[src/rtl/i2c_reg_master.sv]
// rtl/i2c_reg_master.sv - I2C master performing one single-register write or read per request
//
// Purpose: on a start strobe, runs a complete I2C register transaction on
// open-drain SCL/SDA: write = {dev,0} reg data, read = {dev,0} reg
// RESTART {dev,1} then one received byte that the master NACKs. Every bit is
// four quarters of CLK_DIV clk cycles each. A slave NACK on any transmitted
// byte aborts straight to STOP and raises ack_error.
//
// Optional feature: define I2C_CLOCK_STRETCH_EN to honour slave clock
// stretching (the quarter counter waits at 0 while scl_in is low at the
// start of each SCL high phase). Undefined: scl_in is ignored.
//
// Ports:
//   clk, reset_n          system clock, asynchronous active-low reset
//   start                 request strobe, accepted only while idle
//   rw                    0 = write, 1 = read (captured with start)
//   dev_addr[6:0]         7-bit slave address (captured with start)
//   reg_addr[7:0]         register index (captured with start)
//   wr_data[7:0]          write payload (captured with start)
//   rd_data[7:0]          byte read by the last NACK-free read
//   busy                  transaction in progress
//   done                  one-cycle completion pulse
//   ack_error             a slave NACK occurred in the last transaction
//   scl_in, sda_in        pre-synchronised pad levels
//   scl_oe, sda_oe        1 = pull the line low, 0 = release

module i2c_reg_master #(
  parameter int CLK_DIV = 135
) (
  input  logic       clk,
  input  logic       reset_n,
  input  logic       start,
  input  logic       rw,
  input  logic [6:0] dev_addr,
  input  logic [7:0] reg_addr,
  input  logic [7:0] wr_data,
  output logic [7:0] rd_data,
  output logic       busy,
  output logic       done,
  output logic       ack_error,
  input  logic       scl_in,
  input  logic       sda_in,
  output logic       scl_oe,
  output logic       sda_oe
);

  localparam logic [15:0] CNT_MAX = 16'(CLK_DIV - 1);

  typedef enum logic [2:0] {
    S_IDLE,
    S_START,
    S_SHIFT,
    S_ACK,
    S_RESTART,
    S_STOP
  } state_t;

  state_t      r_state;
  state_t      w_state_nxt;
  logic [15:0] r_cnt;
  logic [1:0]  r_q;
  logic [2:0]  r_bit;
  logic [1:0]  r_byte;
  logic [7:0]  r_shift;
  logic        r_rw;
  logic [6:0]  r_dev;
  logic [7:0]  r_reg;
  logic [7:0]  r_wr;
  logic        r_done;
  logic        r_ack_error;
  logic [7:0]  r_rd_data;

  logic        w_accept;
  logic        w_qend;
  logic        w_bit_end;
  logic        w_tx;
  logic        w_nack;
  logic        w_hold;
  logic        w_enter_shift;
  logic [1:0]  w_next_byte;
  logic [7:0]  w_load_byte;
  logic        w_scl_oe;
  logic        w_sda_oe;

  // A start landing in the done cycle is dropped, not queued.
  assign w_accept  = (r_state == S_IDLE) && start && !r_done;
  assign w_qend    = (r_state != S_IDLE) && (r_cnt == CNT_MAX);
  assign w_bit_end = w_qend && (r_q == 2'd3);
  // Byte index 3 only exists in a read: it is the received data byte.
  assign w_tx      = !(r_rw && (r_byte == 2'd3));
  assign w_nack    = (r_state == S_ACK) && w_bit_end && w_tx && sda_in;

`ifdef I2C_CLOCK_STRETCH_EN
  // Hold at the first cycle of every SCL-high quarter until the line is
  // actually seen high, so the high phase is measured from the real edge.
  assign w_hold = (r_cnt == 16'd0) && !scl_in &&
                  ((((r_state == S_SHIFT) || (r_state == S_ACK)) && (r_q == 2'd2)) ||
                   (((r_state == S_RESTART) || (r_state == S_STOP)) && (r_q == 2'd1)));
`else
  logic w_unused_scl;
  assign w_unused_scl = scl_in;
  assign w_hold       = 1'b0;
`endif

  always_comb begin
    w_state_nxt = r_state;
    w_scl_oe    = 1'b0;
    w_sda_oe    = 1'b0;
    case (r_state)
      S_IDLE: begin
        if (w_accept) w_state_nxt = S_START;
      end
      S_START: begin
        w_sda_oe = (r_q == 2'd1);
        if (w_qend && (r_q == 2'd1)) w_state_nxt = S_SHIFT;
      end
      S_SHIFT: begin
        w_scl_oe = (r_q < 2'd2);
        w_sda_oe = w_tx ? ~r_shift[7] : 1'b0;
        if (w_bit_end && (r_bit == 3'd7)) w_state_nxt = S_ACK;
      end
      S_ACK: begin
        // Master always releases SDA here: slave ACK slot, or our NACK.
        w_scl_oe = (r_q < 2'd2);
        if (w_bit_end) begin
          if (w_nack)                          w_state_nxt = S_STOP;
          else if (!r_rw && (r_byte == 2'd2))  w_state_nxt = S_STOP;
          else if (r_rw && (r_byte == 2'd1))   w_state_nxt = S_RESTART;
          else if (r_rw && (r_byte == 2'd3))   w_state_nxt = S_STOP;
          else                                 w_state_nxt = S_SHIFT;
        end
      end
      S_RESTART: begin
        w_scl_oe = (r_q == 2'd0);
        w_sda_oe = (r_q >= 2'd2);
        if (w_bit_end) w_state_nxt = S_SHIFT;
      end
      S_STOP: begin
        w_scl_oe = (r_q == 2'd0);
        w_sda_oe = (r_q <= 2'd1);
        if (w_bit_end) w_state_nxt = S_IDLE;
      end
      default: w_state_nxt = S_IDLE;
    endcase
  end

  always_comb begin
    w_next_byte = (r_state == S_START) ? 2'd0 : r_byte + 2'd1;
    case (w_next_byte)
      2'd0:    w_load_byte = {r_dev, 1'b0};
      2'd1:    w_load_byte = r_reg;
      2'd2:    w_load_byte = r_rw ? {r_dev, 1'b1} : r_wr;
      default: w_load_byte = 8'h00;
    endcase
    w_enter_shift = w_qend && (w_state_nxt == S_SHIFT) && (r_state != S_SHIFT);
  end

  always_ff @(posedge clk or negedge reset_n) begin
    if (!reset_n) r_state <= S_IDLE;
    else          r_state <= w_state_nxt;
  end

  always_ff @(posedge clk or negedge reset_n) begin
    if (!reset_n) begin
      r_cnt       <= 16'd0;
      r_q         <= 2'd0;
      r_bit       <= 3'd0;
      r_byte      <= 2'd0;
      r_shift     <= 8'h00;
      r_rw        <= 1'b0;
      r_dev       <= 7'h00;
      r_reg       <= 8'h00;
      r_wr        <= 8'h00;
      r_done      <= 1'b0;
      r_ack_error <= 1'b0;
      r_rd_data   <= 8'h00;
    end else begin
      r_done <= 1'b0;

      if (r_state == S_IDLE || w_hold || w_qend) r_cnt <= 16'd0;
      else                                         r_cnt <= r_cnt + 16'd1;

      // Quarter index restarts at 0 whenever the state changes, which also
      // covers START having only two quarters.
      if (w_accept)    r_q <= 2'd0;
      else if (w_qend) r_q <= (w_state_nxt != r_state) ? 2'd0 : r_q + 2'd1;

      if (w_accept) begin
        r_rw        <= rw;
        r_dev       <= dev_addr;
        r_reg       <= reg_addr;
        r_wr        <= wr_data;
        r_ack_error <= 1'b0;
      end

      // One shift path serves both directions; bits shifted in behind a
      // transmitted byte are simply never used.
      if ((r_state == S_SHIFT) && w_bit_end) begin
        r_bit   <= r_bit + 3'd1;
        r_shift <= {r_shift[6:0], sda_in};
      end

      if (w_enter_shift) begin
        r_byte  <= w_next_byte;
        r_shift <= w_load_byte;
        r_bit   <= 3'd0;
      end

      if (w_nack) r_ack_error <= 1'b1;

      if ((r_state == S_STOP) && w_bit_end) begin
        r_done <= 1'b1;
        if (r_rw && !r_ack_error) r_rd_data <= r_shift;
      end
    end
  end

  assign busy      = (r_state != S_IDLE);
  assign done      = r_done;
  assign ack_error = r_ack_error;
  assign rd_data   = r_rd_data;
  assign scl_oe    = w_scl_oe;
  assign sda_oe    = w_sda_oe;

endmodule

[config.mk]
export PLATFORM = sky130hd
export DESIGN_NAME = i2c_reg_master
export DESIGN_NICKNAME = d
export VERILOG_FILES = /design/src/rtl/i2c_reg_master.sv
export SDC_FILE = /design/constraint.sdc
export NUM_CORES = 1
export LEC_CHECK = 0
export BUFFER_PORTS_ARGS = -buffer_cell sky130_fd_sc_hd__buf_2
export CORE_ASPECT_RATIO = 0.9
export CORE_UTILIZATION = 53
export CTS_CLUSTER_DIAMETER = 100
export DETAILED_ROUTE_END_ITERATION = 8
export PLACE_DENSITY = 0.76
export SYNTH_ARGS = -nofsm -noshare
export SYNTH_HDL_FRONTEND = slang
export SYNTH_SLANG_ARGS = --single-unit
[constraint.sdc]
create_clock -name clk -period 2.4 [get_ports clk]
set_input_delay 0.12 -clock clk [delete_from_list [all_inputs] [get_ports clk]]
set_output_delay 0.12 -clock clk [all_outputs]
set_load 0.05 [all_outputs]
## Yosys cells after proc, flatten, opt, wreduce, memory -nomap -nowiden

Index checks and enable logic that the tools add are counted.

| word-level totals | value |
|---|---|
| bits in registers | 68 |
| output and inout bits | 13 |

| operators by class | value |
|---|---|
| $add $sub $neg | 4 |
| magnitude comparators | 3 |
| eq/ne operators | 17 |
| mux-type cells | 28 |
| bitwise operators | 1 |
| reductions and logical operators | 32 |

Operators by type and width:

| operator | count |
|---|---|
| 2-to-1 mux 3 bit | 12 |
| 2-to-1 mux 8 bit | 3 |
| one-hot mux 8 bit (3 select lines) | 1 |
| one-hot mux 3 bit (6 select lines) | 1 |
| logical AND 1 bit | 17 |
| adder 16 x 1 -> 16 bit (second input constant) | 1 |
| equality test 16 x 8 -> 1 bit (second input constant) | 1 |
| 2-to-1 mux 16 bit | 1 |
| equality test 3 x 2 -> 1 bit (second input constant) | 3 |
| equality test 3 bit (second input constant) | 3 |
| equality test 2 bit (second input constant) | 4 |
| 2-to-1 mux 2 bit | 4 |
| equality test 2 x 1 -> 1 bit (second input constant) | 3 |
| nonzero test 2 bit | 3 |
| adder 2 x 1 -> 2 bit (second input constant) | 2 |
| logical NOT 1 bit | 4 |
| logical NOT 2 bit | 2 |
| 2-to-1 mux 1 bit | 4 |
| one-hot mux 1 bit (4 select lines) | 1 |
| OR reduction 2 bit | 2 |
| adder 3 x 1 -> 3 bit (second input constant) | 1 |
| equality test 3 x 1 -> 1 bit (second input constant) | 1 |
| logical NOT 3 bit | 1 |
| != test 3 x 2 -> 1 bit (second input constant) | 1 |
| 9 further kinds | 9 |

## Logic depth before layout (Yosys ltp)

Gate-level depths: netlist (run 1).

| depth | value |
|---|---|
| depth in word-level cells | 13 |
| mapped depth | 10 |
| mapped depth without buffers | 8 |

## Worst setup path after synthesis (run 1)

Ideal clock, no wire load.

| timing path | value |
|---|---|
| path type | reg-to-reg |
| start | reg r_byte[0] |
| end | reg r_byte[0] |
| library setup time | 125 ps |
| arrival time | 2529 ps |
| required time | 2275 ps |
| setup slack | -254 ps |
| stages on the path, launching flop included | 10 |
| path buffers | 1 |
| path through | dfrtp_1 > clkbuf_1 > inv_1 > ha_1 > nor3_1 > or3_1 > nand4_1 > a2111oi_4 > nand2_4 > mux2_4 |

| on the way | value |
|---|---|
| word-level cells in the longest chain between the ends | 11 |

RTL lines:

| what | RTL line | text |
|---|---|---|
| from (decl) | 63 | `logic [1:0] r_byte;` |
| from (signal assigned) | 204 | `r_byte <= w_next_byte;` |
| equality test 2 bit | 90, 129 |  |
| logical AND 1 bit | 90, 129 |  |
| 2-to-1 mux 3 bit / logical NOT 1 bit (equally long branches) | 129, 90 |  |
| 2-to-1 mux 3 bit / logical AND 1 bit (equally long branches) | 128, 91 |  |
| 2-to-1 mux 3 bit / logical AND 1 bit (equally long branches) | 127, 91 |  |
| 2-to-1 mux 3 bit | 126 | `if (w_nack) w_state_nxt = S_STOP;` |
| 2-to-1 mux 3 bit | 125 | `if (w_bit_end) begin` |
| one-hot mux 3 bit (6 select lines) | 109 | `case (r_state)` |
| equality test 3 x 2 -> 1 bit | 155 | `w_enter_shift = w_qend && (w_state_nxt == S_SHIFT) && (r_state != S_SHIFT);` |
| logical AND 1 bit (2 in a row) | 155 |  |

Parallel ways exist; a longest one is shown, timed or not.
A chain may end at the register's enable or synchronous reset.

## Worst setup path after layout (run 1)

| timing path | value |
|---|---|
| start | reg r_cnt[0] |
| end | reg r_shift[2] |

| on the way | value |
|---|---|
| word-level cells in the longest chain between the ends | 13 |

RTL lines:

| what | RTL line | text |
|---|---|---|
| from (decl) | 60 | `logic [15:0] r_cnt;` |
| from (signal assigned) | 181 | `else r_cnt <= r_cnt + 16'd1;` |
| equality test 16 x 8 -> 1 bit (*) | 87 | `assign w_qend = (r_state != S_IDLE) && (r_cnt == CNT_MAX);` |
| logical AND 1 bit (*) | 87 |  |
| logical AND 1 bit | 88 | `assign w_bit_end = w_qend && (r_q == 2'd3);` |
| logical AND 1 bit (3 in a row) | 91 | `assign w_nack = (r_state == S_ACK) && w_bit_end && w_tx && sda_in;` |
| 2-to-1 mux 3 bit | 126 |  |
| 2-to-1 mux 3 bit | 125 |  |
| one-hot mux 3 bit (6 select lines) | 109 |  |
| equality test 3 x 2 -> 1 bit | 155 |  |
| logical AND 1 bit (2 in a row) | 155 |  |
| 2-to-1 mux 8 bit / nonzero test 2 bit (equally long branches) | n/a |  |
| to (signal assigned) | 200 | `r_shift <= {r_shift[6:0], sda_in};` |
| to (signal assigned) | 205 | `r_shift <= w_load_byte;` |
| to (decl) | 64 | `logic [7:0] r_shift;` |

Mark *: on every way between the ends. The rest lies on a longest branch, timed or not.

==> qor.txt, run 1 <==
Sw Share: 0.201
internal power: 1.98 mW
PortBufs: 40
vias per cell: 5.82
end of the critical path: r_shift[2]$_DFFE_PN0P_
drt first pass iters: 5
share of cells above drive strength 1: 0.342
Synth async-reset ratio: 1.00
critical path class: reg -> reg
Crit path required time: 2.63 ns
status: finished, final reports clean
setup ws final: 0.00115 ns
DRC viols: 0
YS warnings: 0
first-pass GRT wire length: 15.2 mm
Max Clk Rate: 417 MHz
peak supply drop: 561 uV
Net Sw Power: 0.498 mW
dominant synthesized flop cell: dfrtp_1
CTS tree: done
antenna diode instance count: 0
Slew headroom: 0.573
unrepaired setup endpoints after global routing: true
P per Cell Area: 502 nW/um^2
clk_lat worst skew: 0.36 ns
Reg2Reg Launch Point: r_cnt[0]$_DFF_PN0_
worst min path class: in -> reg
cell area after synthesis: 3760 um^2
DP Worst Slack: -0.0446 ns
core area: 6730 um^2
Core Util, Final: 0.735
vias: 3,228
Placed Cells: 521
Reg2Reg Setup Slack: 0.001 ns
initial core utilization: 0.559
largest register by flop count: r_cnt
register area share after synthesis: 0.453
sequential share of power: 0.462
WL/cell: 16.8 um
final period utilization: 1.00
endpoints failing setup: 0
largest net degree at the start of global routing: 43
CTS sink count: 68
die area: 7430 um^2
GPL Wtd Cong: 0.931
Worst EP arrival: 2.63 ns
total CTS buffers: 9
EDFF count, synth: 0
Worst Tran Pin Value: 0.640 ns
crit end category: flop
total gr overflow: 0
WHS: 0.00651 ns
area share of the largest cell type after synthesis: 0.453
synth top area cells: dfrtp_1 (45%), mux2_2 (9.6%), ha_1 (4.7%), nor2_1 (3.0%), nand2_1 (2.4%)
Synth cell types: 55
root buf cell: clkbuf_8
deepest clock path buffer count: 2
CP startpoint: r_cnt[0]$_DFF_PN0_
Layout Skew: 0.00887 ns
vias in the first global route: 3,053
dpl cell area: 4370 um^2
post-DP HPWL: 6.30 mm
Register-to-Register Path Depth: 9
most common cell after layout, fill and taps aside: dfrtp_1
most frequent cells in the layout: dfrtp_1 (68), buf_2 (40), buf_4 (40)
Synthesized Nets: 405
DIE WIDTH: 90.8 um
Reg clk slew, reported paths: 0.07 ns
gr usage total: 0.266
Slew Limit Fails: 0
Synth Instances: 362
part of the power in the clock network: 0.506
number of synthesized register bits: 68
Final Hold Fails: 0
Gate power share: 0.031
Pleak: 2.43 nW
Max-cap violations: 0
Post-Layout Cell Count: 555
fin area: 4940 um^2
max reg flops: 16
row count: 28
Top Ports: 42
CTS H-Tree Depth: 3
DRT iter0 DRCs: 173
Mean Syn Cell Area: 10.4 um^2
Area Overhead vs Synth: 31.5%
reg2reg end: r_shift[2]$_DFFE_PN0P_
Nets: 503
Setup crit start kind: flop
antenna viol nets, final: 0
Die Ht: 81.9 um
critical path peak fanout: 7
WL final: 9.33 mm
initial antenna violation count: 0
min Tclk post-route: 2.40 ns
largest area contributor in the netlist: dfrtp_1
[per-layer routing]
| layer | track usage | wire length, um | vias up |
|---|---|---|---|
| li1 | - | - | 1520 |
| met1 | 0.367 | 4290 | 1559 |
| met2 | 0.419 | 4360 | 127 |
| met3 | 0.0491 | 512 | 22 |
| met4 | 0.105 | 161 | 0 |
| met5 | 0 | 0 | - |
[power groups by stage]
stage                     Sequential (mW)  Clock (mW)  Combinational, mW
after floorplan                      1.17           0            0.00425
after global placement               1.17           0             0.0545
after detailed placement             1.17           0             0.0559
after CTS                            1.15        1.27             0.0774
after global routing                 1.15        1.31             0.0862
final                                1.15        1.26             0.0773
[worst max-delay path: stages (launching register included)]
cell      delay, ns
dfrtp_1        0.38
inv_1          0.06
ha_2           0.17
nand4b_1       0.18
or4_4          0.53
nor3_4         0.26
o31ai_4        0.09
o41ai_4        0.35
buf_6          0.18
o21ai_1        0.08
[Yosys cell counts, types with 2 or more instances]
library cell  instances
o41ai_1               2
mux2i_1               4
a22oi_1               2
buf_2                 3
a21oi_1              17
mux2_4                2
or3_1                 6
clkbuf_1              9
xor2_1                7
and3_1               10
o21ai_1              11
and2_1                2
nor2_1               30
nor4_1                2
nand3_1              15
ha_1                 14
nand2_1              24
xnor2_1               3
dfrtp_1              68
inv_1                21
o21ai_0               9
a211oi_1              2
nor3_1                8
a32oi_1               8
nand2b_1              3
mux2_2               32
nor3b_1               2
or4_1                 2
nand3b_1              2
nor4_4                2
buf_1                 2
o31ai_1               5
nand4_1              11
[repair_timing]
action                                 4_1_cts  5_1_grt
resized for setup                            4       19
endpoints found under the hold margin       42        0
pin swaps                                    0        7
setup endpoints to repair                   10       13
hold buffers                                17        0
setup buffers                                0        1
[logic make-up after synthesis]
family                   after synthesis  share of synthesized area
flip-flops                            68                      0.453
adder cells (fa/ha/maj)               14                     0.0466
AO/OA/AOI/OAI                         66                      0.126
XOR/XNOR                              10                     0.0233
multiplexers                          38                      0.115
buffers and inverters                 35                     0.0360
AND/OR/NAND/NOR                      131                      0.201
[stage by stage]
stage | total power, mW | TNS [ns]
2_1_floorplan | 1.17 | 0
6_report | 2.48 | 0
5_1_grt | 2.55 | -0.741
3_3_place_gp | 1.22 | 0
3_5_place_dp | 1.22 | -0.172
4_1_cts | 2.50 | 0
[layout make-up]
cell class | count | area [um^2]
Multi-Input combinational cell | 259 | 2050
Inverter | 21 | 78.8
Fill cell | 455 | 1780
Sequential cell | 68 | 1700
Clock buffer | 10 | 128
Clock inverter | 6 | 136
Tap cell | 90 | 113
Timing Repair Buffer | 101 | 733
[worst min-delay path by stage]
stage	from	end	slack, ns	cells past startpoint
final	reg_addr[7]	r_reg[7]$_DFFE_PN0P_	0.007	2
after global routing	reg_addr[0]	r_reg[0]$_DFFE_PN0P_	0.02	2
after CTS	wr_data[6]	r_wr[6]$_DFFE_PN0P_	0.0002	2
after detailed placement	reset_n	r_q[0]$_DFFE_PN0P_	0.17	1
after global placement	reset_n	r_q[1]$_DFFE_PN0P_	0.16	1
after floorplan	reset_n	ack_error$_DFFE_PN0P_	-0.18	0
No activity file was read; power rests on OpenSTA's default activity.
==> inputs of run 2 (changes only) <==
--- a/config.mk
+++ b/config.mk
@@ -7,10 +7,11 @@
 export LEC_CHECK = 0
 export BUFFER_PORTS_ARGS = -buffer_cell sky130_fd_sc_hd__buf_2
 export CORE_ASPECT_RATIO = 0.9
-export CORE_UTILIZATION = 53
+export CORE_UTILIZATION = 59
 export CTS_CLUSTER_DIAMETER = 100
 export DETAILED_ROUTE_END_ITERATION = 8
-export PLACE_DENSITY = 0.76
+export PLACE_DENSITY = 0.8
+export SETUP_SLACK_MARGIN = 0.15
 export SYNTH_ARGS = -nofsm -noshare
 export SYNTH_HDL_FRONTEND = slang
 export SYNTH_SLANG_ARGS = --single-unit
==> constraint.sdc (replaced) <==
create_clock -name clk -period 2.6 [get_ports clk]
set_input_delay 0.13 -clock clk [delete_from_list [all_inputs] [get_ports clk]]
set_output_delay 0.13 -clock clk [all_outputs]
set_load 0.05 [all_outputs]
==> qor.txt, run 2 (synthesis results as in run 1) <==
Post-Layout Cell Count: 517
DRT iter0 DRCs: 127
initial antenna violation count: 0
vias in the first global route: 2,939
antenna viol nets, final: 0
status: finished, final reports clean
endpoints failing setup: 0
peak supply drop: 336 uV
Die Ht: 77.7 um
GPL Wtd Cong: 0.914
footprint of the multi-input gates: 1970 um^2
critical path class: reg -> reg
Crit path required time: 2.83 ns
internal power: 1.67 mW
critical-path cell list: ha_1, ha_1, nor2b_1, a31oi_1, nor3_1, or2_4, o41ai_4, buf_4, o21ai_1
initial core utilization: 0.611
Max Clk Rate: 416 MHz
vias: 3,058
DRC viols: 0
final period utilization: 0.924
worst min path class: in -> reg
gr usage total: 0.282
most frequent cells in the layout: dfrtp_1 (67), buf_2 (40), mux2_2 (32)
vias per cell: 5.91
WL/cell: 17.0 um
met3 wire len: 530 um
unrepaired setup endpoints after global routing: true
Slew Limit Fails: 0
CTS sink count: 68
first-pass GRT wire length: 14.2 mm
die area: 6690 um^2
antenna diode instance count: 0
Worst EP arrival: 2.63 ns
Pleak: 2.22 nW
Reg clk slew, reported paths: 0.07 ns
Worst Tran Pin Value: 0.782 ns
uppermost routed layer: met4
Area Overhead vs Synth: 20.1%
clk_lat worst skew: 0.35 ns
Worst path max stage delay: 0.40 ns
Slew headroom: 0.479
total gr overflow: 0
Fillers: 467
CTS H-Tree Depth: 3
Setup crit start kind: flop
P per Cell Area: 469 nW/um^2
row count: 27
critical path peak fanout: 8
share of cells above drive strength 1: 0.309
Buf+Inv Stages, Crit Path: 1
post-DP HPWL: 6.14 mm
sequential share of power: 0.500
most common cell after layout, fill and taps aside: dfrtp_1
Top Ports: 42
Layout Skew: 0.00926 ns
Gate power share: 0.025
Max-cap violations: 0
deepest clock path buffer count: 2
max reg flops: 16
largest register by flop count: r_cnt
Nets: 468
register area: 1700 um^2
PortBufs: 40
min Tclk post-route: 2.40 ns
drt first pass iters: 5
slowest library cell on the worst path: dfrtp_1
total CTS buffers: 9
DIE WIDTH: 86.1 um
Final Hold Fails: 0
met1 wire length: 3.87 mm
most used cell, CP: ha_1
Sw Share: 0.210
largest net degree at the start of global routing: 38
core area: 6150 um^2
Placed Cells: 496
WL final: 8.81 mm
metal2 WL: 4.23 mm
root buf cell: clkbuf_8
crit end category: flop
delay-heaviest family, CP: compound AO/OA/AOI/OAI gates
Net Sw Power: 0.444 mW
part of the power in the clock network: 0.475
CTS tree: done
setup TNS: 0 ns
[run 2: changes by cell type in the layout (fill, tap and decap cells not counted), sizes merged]
cell	previous run	this run
buf	84	63
dlygate4sd3	17	3
bufinv	4	2
clkbuf	10	11
clkinvlp	1	2
[run 2: worst paths after layout]
check,start,to,slack (ns),cells after the start
worst max-delay path,r_bit[0]$_DFFE_PN0P_,r_shift[7]$_DFFE_PN0P_,0.20,9
worst min-delay path,dev_addr[1],r_dev[1]$_DFFE_PN0P_,0.01,2
worst max register to register,r_bit[0]$_DFFE_PN0P_,r_shift[7]$_DFFE_PN0P_,0.20,9
worst min register to register,r_bit[0]$_DFFE_PN0P_,r_bit[0]$_DFFE_PN0P_,0.49,1
max in group asynchronous,reset_n,r_byte[0]$_DFFE_PN0P_,1.55,3
min in group asynchronous,reset_n,r_q[0]$_DFFE_PN0P_,0.39,2
[run 2: layer usage]
metal  global-route usage  vias to the layer above
li1                     -                     1447
met1                0.363                     1468
met2                0.456                      124
met3               0.0734                       19
met4                0.105                        0
met5                    0                        -
[run 2: final cells by class]
type	count	area share
multi-input combinational	259	0.437
sequential	68	0.377
timing repair buffer	66	0.0920
clock buffer	11	0.0335
tap	87	0.0241
clock inverter	5	0.0186
inverter	21	0.0175
[run 2: timing repair]
item,in CTS,in global routing
endpoints found under the hold margin,33,0
resized for setup,3,8
buffers inserted,1,1
pin swaps,2,5
endpoints found under the setup margin,12,20
gates cloned,0,0
hold buffers,3,0
[run 2: worst register-to-register path: cells and delay by family, from the launching register on]
kind | cells | cell delay (ns)
compound gates | 3 | 0.77
simple gates | 3 | 0.52
flops | 1 | 0.40
fa+ha+maj | 2 | 0.37
buf+inv | 1 | 0.20
[run 2: power groups by stage]
stage | logic [mW] | registers [mW] | clock network (mW)
3_3_place_gp | 0.0500 | 1.08 | 0
6_report | 0.0534 | 1.06 | 1.01
2_1_floorplan | 0.00379 | 1.08 | 0
5_1_grt | 0.0607 | 1.06 | 1.06
4_1_cts | 0.0545 | 1.06 | 1.02
3_5_place_dp | 0.0510 | 1.08 | 0
[run 2: metrics by stage]
stage | worst slack (ns) | hold slack, ns | power, mW | utilization | area (um^2)
floorplan | 0.175 | -0.166 | 1.08 | - | 3760
global placement | 0.191 | 0.240 | 1.13 | 0.680 | 4180
detailed placement | 0.113 | 0.246 | 1.13 | 0.680 | 4180
CTS | 0.153 | 0.00260 | 2.13 | 0.726 | 4470
global route | 0.104 | 0.0000672 | 2.18 | 0.734 | 4520
finish | 0.198 | 0.0101 | 2.12 | 0.734 | 4520
